--- src/rtl/uart_pkg.sv ---
// Shared types and helpers for the UART transmit path (and a future receiver).
package uart_pkg;

    typedef enum logic [2:0] {
        IDLE,
        START,
        DATA,
        PARITY,
        STOP
    } tx_state_t;

    localparam int PAR_NONE = 0;
    localparam int PAR_ODD  = 1;
    localparam int PAR_EVEN = 2;

    function automatic int div_calc(input int clock, input int rate);
        return clock / rate;
    endfunction

endpackage

--- src/rtl/uart_baud_gen.sv ---
// Baud clock-enable: counts 0..DIV-1 and pulses tick on the last count.
module uart_baud_gen #(
    parameter int DIV = 16
) (
    input  logic clk,
    input  logic reset,
    input  logic clear,
    output logic tick
);

    localparam int CW = (DIV > 1) ? $clog2(DIV) : 1;
    localparam logic [CW-1:0] LAST = CW'(DIV - 1);

    logic [CW-1:0] count;

    // clear realigns the bit grid to the start of a new frame
    always_ff @(posedge clk) begin
        if (!reset || clear) begin
            count <= '0;
        end else if (count == LAST) begin
            count <= '0;
        end else begin
            count <= count + CW'(1);
        end
    end

    assign tick = (count == LAST);

endmodule

--- src/rtl/uart_tx_frame.sv ---
// Configurable-frame UART transmitter with valid/ready input.
// Define UART_TX_FIFO_EN to replace the single holding register with a FIFO.
module uart_tx_frame #(
    parameter int CLOCK      = 50000000,
    parameter int RATE       = 9600,
    parameter int DATA_BITS  = 8,
    parameter int PARITY     = 0,
    parameter int STOP_BITS  = 1,
    parameter int FIFO_DEPTH = 4
) (
    input  logic                        clk,
    input  logic                        reset,
    input  logic [DATA_BITS-1:0]        tx_data,
    input  logic                        tx_valid,
    output logic                        tx_ready,
    output logic                        txd,
    output logic                        busy,
    output logic [$clog2(FIFO_DEPTH):0] level
);
    import uart_pkg::*;

    localparam int DIV = div_calc(CLOCK, RATE);

    tx_state_t            state, next_state;
    logic [DATA_BITS-1:0] shifter, shift_next, head_data;
    logic [2:0]           bit_cnt, bit_next;
    logic                 par_q, txd_next, tick, load, push, pending, ready_en, full;

    uart_baud_gen #(.DIV(DIV)) u_baud (
        .clk   (clk),
        .reset (reset),
        .clear (load),
        .tick  (tick)
    );

    // A character moves on tx_valid && tx_ready at a posedge; producer holds tx_data until then.
    assign push     = tx_valid && tx_ready;
    assign tx_ready = ready_en && !full;
    assign busy     = (state != IDLE) || pending;

`ifdef UART_TX_FIFO_EN
    localparam int AW = $clog2(FIFO_DEPTH);

    logic [DATA_BITS-1:0] mem [FIFO_DEPTH];
    logic [AW:0]          wr_ptr, rd_ptr;

    // Extra pointer MSB distinguishes full from empty
    assign full      = (wr_ptr[AW] != rd_ptr[AW]) && (wr_ptr[AW-1:0] == rd_ptr[AW-1:0]);
    assign pending   = (wr_ptr != rd_ptr);
    assign head_data = mem[rd_ptr[AW-1:0]];
    assign level     = wr_ptr - rd_ptr;

    always_ff @(posedge clk) begin
        if (!reset) begin
            wr_ptr <= '0;
            rd_ptr <= '0;
        end else begin
            if (push) begin
                mem[wr_ptr[AW-1:0]] <= tx_data;
                wr_ptr              <= wr_ptr + (AW+1)'(1);
            end
            if (load) begin
                rd_ptr <= rd_ptr + (AW+1)'(1);
            end
        end
    end
`else
    logic [DATA_BITS-1:0] hold_q;
    logic                 hold_full;

    assign full      = hold_full;
    assign pending   = hold_full;
    assign head_data = hold_q;
    assign level     = '0;

    always_ff @(posedge clk) begin
        if (!reset) begin
            hold_q    <= '0;
            hold_full <= 1'b0;
        end else if (push) begin
            hold_q    <= tx_data;
            hold_full <= 1'b1;
        end else if (load) begin
            hold_full <= 1'b0;
        end
    end
`endif

    always_ff @(posedge clk) begin
        if (!reset) begin
            state    <= IDLE;
            shifter  <= '0;
            bit_cnt  <= '0;
            par_q    <= 1'b0;
            txd      <= 1'b1;
            ready_en <= 1'b0;
        end else begin
            state    <= next_state;
            shifter  <= shift_next;
            bit_cnt  <= bit_next;
            txd      <= txd_next;
            ready_en <= 1'b1;
            if (load) begin
                par_q <= (^head_data) ^ (PARITY == PAR_ODD);
            end
        end
    end

    always_comb begin
        next_state = state;
        shift_next = shifter;
        bit_next   = bit_cnt;
        load       = 1'b0;
        txd_next   = 1'b1;
        case (state)
            IDLE: begin
                if (pending) begin
                    next_state = START;
                    load       = 1'b1;
                end
            end
            START: begin
                if (tick) begin
                    next_state = DATA;
                    bit_next   = '0;
                end
            end
            DATA: begin
                if (tick) begin
                    shift_next = shifter >> 1;
                    if (bit_cnt == 3'(DATA_BITS - 1)) begin
                        next_state = (PARITY != PAR_NONE) ? uart_pkg::PARITY : STOP;
                        bit_next   = '0;
                    end else begin
                        bit_next = bit_cnt + 3'd1;
                    end
                end
            end
            uart_pkg::PARITY: begin
                if (tick) begin
                    next_state = STOP;
                    bit_next   = '0;
                end
            end
            STOP: begin
                // Chain straight into the next start bit when a character is waiting
                if (tick) begin
                    if (bit_cnt == 3'(STOP_BITS - 1)) begin
                        bit_next = '0;
                        if (pending) begin
                            next_state = START;
                            load       = 1'b1;
                        end else begin
                            next_state = IDLE;
                        end
                    end else begin
                        bit_next = bit_cnt + 3'd1;
                    end
                end
            end
            default: next_state = IDLE;
        endcase
        if (load) begin
            shift_next = head_data;
        end
        case (next_state)
            START:            txd_next = 1'b0;
            DATA:             txd_next = shift_next[0];
            uart_pkg::PARITY: txd_next = par_q;
            default:          txd_next = 1'b1;
        endcase
    end

endmodule

--- config.mk ---
export PLATFORM = sky130hd
export DESIGN_NAME = uart_tx_frame
export DESIGN_NICKNAME = d
export VERILOG_FILES = /design/src/rtl/uart_pkg.sv /design/src/rtl/uart_baud_gen.sv /design/src/rtl/uart_tx_frame.sv
export SDC_FILE = /design/constraint.sdc
export NUM_CORES = 1
export LEC_CHECK = 0
export ABC_AREA = 0
export BUFFER_PORTS_ARGS = -buffer_cell sky130_fd_sc_hd__buf_2
export CORE_MARGIN = 4
export CORE_UTILIZATION = 63
export CTS_BUF_LIST = sky130_fd_sc_hd__clkbuf_8 sky130_fd_sc_hd__clkbuf_16
export DETAILED_ROUTE_END_ITERATION = 12
export PLACE_DENSITY_LB_ADDON = 0.2
export SYNTH_ARGS = -nofsm -noshare
export SYNTH_HDL_FRONTEND = slang
export SYNTH_SLANG_ARGS = --single-unit
export TNS_END_PERCENT = 5
--- constraint.sdc ---
create_clock -name clk -period 3.1 [get_ports clk]
set_clock_uncertainty 0.1 [all_clocks]
set_input_delay 0.155 -clock clk [delete_from_list [all_inputs] [get_ports clk]]
set_output_delay 0.155 -clock clk [all_outputs]
set_load 0.05 [all_outputs]
[Yosys cells after proc, flatten, opt, wreduce, memory -nomap -nowiden]
Cells that the tools add are included.
Storage, ports and cells
  register bits: 39
  word-level logic and storage cells: 68
Operators by class
  $add $sub $neg: 2
  equality and inequality tests: 12
  mux-type cells: 26
  reduce and logical (&&, ||, !) cells: 18
Operators with widths (number)
  $mux 3: 12
  $mux 8: 3
  $pmux 3 s5: 1
  $add 13x1->13 const B: 1
  $eq 13x13->1 const B: 1
  $eq 3x2->1 const B: 4
  $pmux 3 s3: 1
  $reduce_xor 8->1: 1
  $mux 1: 7
  $eq 3x1->1 const B: 2
  $eq 3x3->1 const B: 2
  $logic_not 3->1: 2
  $reduce_bool 2->1: 3
  $reduce_bool 3->1: 2
  $ne 2x2->1 const B: 2
  $reduce_and 4->1: 1
  $reduce_or 2->1: 2
  $add 3x1->3 const B: 1
  $pmux 1 s3: 1
  $logic_and 1x1->1: 2
  $logic_not 1->1: 2
  $logic_or 1x1->1: 2
  $ne 2x1->1 const B: 1
  $pmux 1 s2: 1
  $reduce_and 2->1: 1

[Longest topological paths before layout]
  depth after elaboration: 6
  depth in mapped cells: 9

[Hierarchy]
A second synthesis with hierarchy kept.
Unflattened totals
  cells, all modules: 220
  area total of the unflattened synthesis: 2059.5 µm²
By module, submodules not included
  uart_tx_frame: instances 1, cells each 147, area each 1335.0 µm², seq. area each 520.5 µm²
  uart_baud_gen: instances 1, cells each 73, area each 724.4 µm², seq. area each 260.2 µm²

[Least setup slack after synthesis]
OpenSTA, ideal clock, no wires.
  path kind: register to register
  start point: reg u_baud.count[0]
  end point: reg txd
  library setup time: 64 ps
  data arrival time: 1673 ps
  required time: 2936 ps
  setup slack: 1263 ps
  cell stages (with the launch flop): 8
  path buffers: 1
  period minus slack after synthesis: 1837 ps
  cells stage by stage: dfxtp_1 -> ha_1 -> and4_1 -> clkbuf_2 -> and4_1 -> or3_1 -> a211o_1 -> nand4_1
Between the ends
  cells in the longest elaborated chain, start to end: 5
RTL lines
  start: declaration: line uart_baud_gen.sv:14  | logic [CW-1:0] count;
  start signal: assignment: line uart_baud_gen.sv:23  | count <= count + CW'(1);
  $eq 13x13->1 (*): line uart_baud_gen.sv:27  | assign tick = (count == LAST);
  $mux 3 (tied with other cells): line uart_tx_frame.sv:147  | if (tick) begin
  $pmux 3 s5 (tied with other cells): line uart_tx_frame.sv:115  | case (state)
  $eq 3x2->1 (tied with other cells): line uart_tx_frame.sv:166  | case (next_state)
  $pmux 1 s3 (*): line uart_tx_frame.sv:166
  end signal: assignment: line uart_tx_frame.sv:101  | txd <= txd_next;
  end: declaration: line uart_tx_frame.sv:16  | output logic txd,
Every way passes the cells marked *; elsewhere a longest branch is shown, timed or not. The select of a mux whose other input is x is not followed.
A chain may end at the register's enable or synchronous reset.

[Worst setup path after layout]
  start point: reg u_baud.count[0]
  end point: reg u_baud.count[0]
Between the ends
  cells in the longest elaborated chain, start to end: 5
RTL lines
  $eq 13x13->1: line uart_baud_gen.sv:20, uart_baud_gen.sv:27
  $mux 1: line uart_tx_frame.sv:147
  $pmux 1 s2: line uart_tx_frame.sv:115
  $logic_or 1x1->1: line uart_baud_gen.sv:18  | if (!reset || clear) begin
  $reduce_or 2->1 (no source line)
Several ways; a longest one is shown, not always the timed one.

==> flow_summary.toml <==
[status]
run_status = "complete, no violations"

[final_layout]
finalNonFillerCells = 253
drive_gt1_frac = 0.108
fin_nets = 238
area_growth_pct = 5.42
antenna_cells = 0

[routing]
via_count = 1493
post_drt_wl_per_cell_um = 14.0
drt_iter0_markers = 120
vias_per_cell = 5.90
drt_wl_total_um = 3550
ant_nets = 0
dr.pass1.iters = 4
drc = 0

[clocking]
insertion_delay_ns = 0.29
ctsHoldBuffers = 0
path_clk_slew_ns = 0.07
h-tree-depth = 2
root_buffer = "clkbuf_8"
cts_made_buffers = 5
ctsResizeCount = 0
cts.sinks = 39
cts_setup_buffers = 0
cts_tree = "yes"
clock_path_buffers = 2

[power_and_ir_drop]
p_per_area_nw_per_um2 = 475
p_int_uw = 714
p_sw_frac = 0.256
irDropWorstVdd_mv = 0.388
leakage_nw = 0.948
combPwrFrac = 0.123
clockPowerShare = 0.315
power_switching_uw = 245
total_power_uw = 959
power.share.sequential = 0.561

[placement]
gp_congestion = 0.912
dpl.cell_count = 247
dp_hpwl_um = 2520
io_buffers = 13

[timing]
holdWs_ns = 0.0212
timing.final.crit_period_ns = 2.18
drv_slew = 0
maxSlewHeadroom = 0.568
finalHoldViolCount = 0
fin_crit_sh = 0.702
setup-violations-final = 0
fin_setup_tns_ns = 0
rsz0062_at_grt = "no"
tightestPinTransition_ns = 0.647
max_freq_ghz = 0.459

[synth]
yosys-top-cells-area = "dfxtp_1, xnor2_1, nand2_1, a21boi_0, nand3_1"
synth.cell_area_um2 = 1920
synthArstFlopShare = 0
synth.avg_cell_area_um2 = 8.96
ys_seq_area_frac = 0.407
synth_common_cells = "dfxtp_1, nand2_1, nor2_1, nand3_1, xnor2_1"
syn-instance-count = 214
yosysWarnings = 0
synth_top_area_cell = "dfxtp_1"
synth_ff_type = "dfxtp_1"
ys_types = 38
synth_top_cell_area_share = 0.407
synth_most_common_cell = "dfxtp_1"
ys_ff_latch = 39
synth_edf_count = 0

[critical_path]
critPathSlowestCell = "a21o_1"
worst-path-buf-inv = 0
critical_path_class = "reg2reg"
r2r_slack_ns = 0.92
cp_max_fo = 17
cp_cell_sequence = "ha_1 > and4_1 > nand4_1 > a21o_1 > nand3_2 > nor2_1"
max_stage_delay_ns = 0.47
setup.worst_path.end_class = "register"
path_delay_family = "simple AND/OR/NAND/NOR gates"
cp_data_required_time_ns = 3.21
arrival_ns = 2.28
start_kind = "register"

[grt]
track_usage = 0.193
antenna_found_initial = 0
first_global_vias = 1447
grt_first_pass_wirelength_um = 6160
grt_max_degree = 28
grt_overflow = 0

[floorplanning]
core_area_um2 = 2830
fp-row-count = 19
die_area_um2 = 3990
ios = 17
dieWidth_um = 63.2
start_util = 0.678
die_h_um = 63.2

[min_path]
min_path_type = "in2reg"

[run]
drv_cap = 0
## sequential cells by signal (all words and copies together), names as in the netlist
register      cells
head_data         8
ready_en          1
bit_cnt           3
full              1
txd               1
shifter           8
par_q             1
state             3
u_baud.count     13
## logic make-up (layout without fill, tap and decap cells)
logic type / Yosys count / count (layout) / synth area share
muxes: 7 / 7 / 0.0366
xor gates and xnor gates: 19 / 19 / 0.0868
AOI/OAI and AO/OA: 34 / 34 / 0.134
DFF: 39 / 39 / 0.407
adders and majority gates: 4 / 4 / 0.0261
buffers and inverters: 17 / 23 / 0.0496
other: 1 / 3 / 0.00196
and+or+nand+nor: 93 / 93 / 0.258
## layout by cell type, fill, tap and decap left out, drive strengths merged
| master | count |
|---|---|
| inv | 5 |
| or3 | 2 |
| nand2b | 3 |
| a32oi | 1 |
| or2 | 2 |
| dfxtp | 39 |
| conb | 3 |
| and2 | 3 |
| clkbuf | 5 |
| nor3b | 3 |
| o22ai | 1 |
| nand4 | 5 |
| and4bb | 1 |
| mux2i | 7 |
| o21ai | 4 |
| a21boi | 11 |
| nor2 | 20 |
| o211a | 8 |
| nor2b | 3 |
| nand3 | 17 |
| o21a | 2 |
| a21o | 1 |
| a21oi | 4 |
| xor2 | 7 |
| and4 | 2 |
| a22oi | 1 |
| ha | 4 |
| nand2 | 23 |
| a211o | 1 |
| xnor2 | 12 |
| nor4 | 2 |
| buf | 13 |
| and3 | 7 |
## power by group through the flow
stage / Clock (mW) / Combinational [mW] / Sequential [mW]
detailed placement: 0 / 0.118 / 0.549
floorplan: 0 / 0.102 / 0.547
finish: 0.302 / 0.118 / 0.538
global placement: 0 / 0.113 / 0.548
global route: 0.342 / 0.130 / 0.541
CTS: 0.312 / 0.119 / 0.538
## per-layer routing
layer / vias to the layer above / global-route usage / wire length (µm)
met5: - / 0 / 0
met4: 0 / 0.0771 / 48
met3: 7 / 0.0675 / 156
met2: 30 / 0.328 / 1790
met1: 704 / 0.220 / 1550
li1: 752 / - / -
## path summary, 6_finish.rpt
path | start | endpoint | cells after the start
worst max-delay path | u_baud.count[0] | u_baud.count[0] | 6
worst min-delay path | tx_data[1] | head_data[1] | 3
worst max register to register | u_baud.count[0] | u_baud.count[0] | 6
worst min register to register | u_baud.count[0] | u_baud.count[0] | 1
## through the flow
step            util  setup slack (ns)  cell area [µm²]
2_1_floorplan      -              1.26             1920
3_3_place_gp   0.689              1.13             1950
3_5_place_dp   0.689              1.01             1950
4_1_cts        0.714             0.925             2020
5_1_grt        0.714             0.779             2020
6_report       0.714             0.924             2020
## worst register-to-register path, cell delays in order, from the launching register on
cell and delay, ns:
dfxtp_1 0.33, ha_1 0.25, and4_1 0.27, nand4_1 0.15, a21o_1 0.47, nand3_2 0.33, nor2_1 0.21
## final cells by class
type                       count  area (µm²)
tap                           31        38.8
clock buffer                   5        68.8
timing repair buffer          13        65.1
clock inverter                 1        3.75
fill                         234         808
inverter                       4        15.0
multi-input combinational    160        1050
sequential                    39         781
No activity file was read; power rests on OpenSTA's default activity.
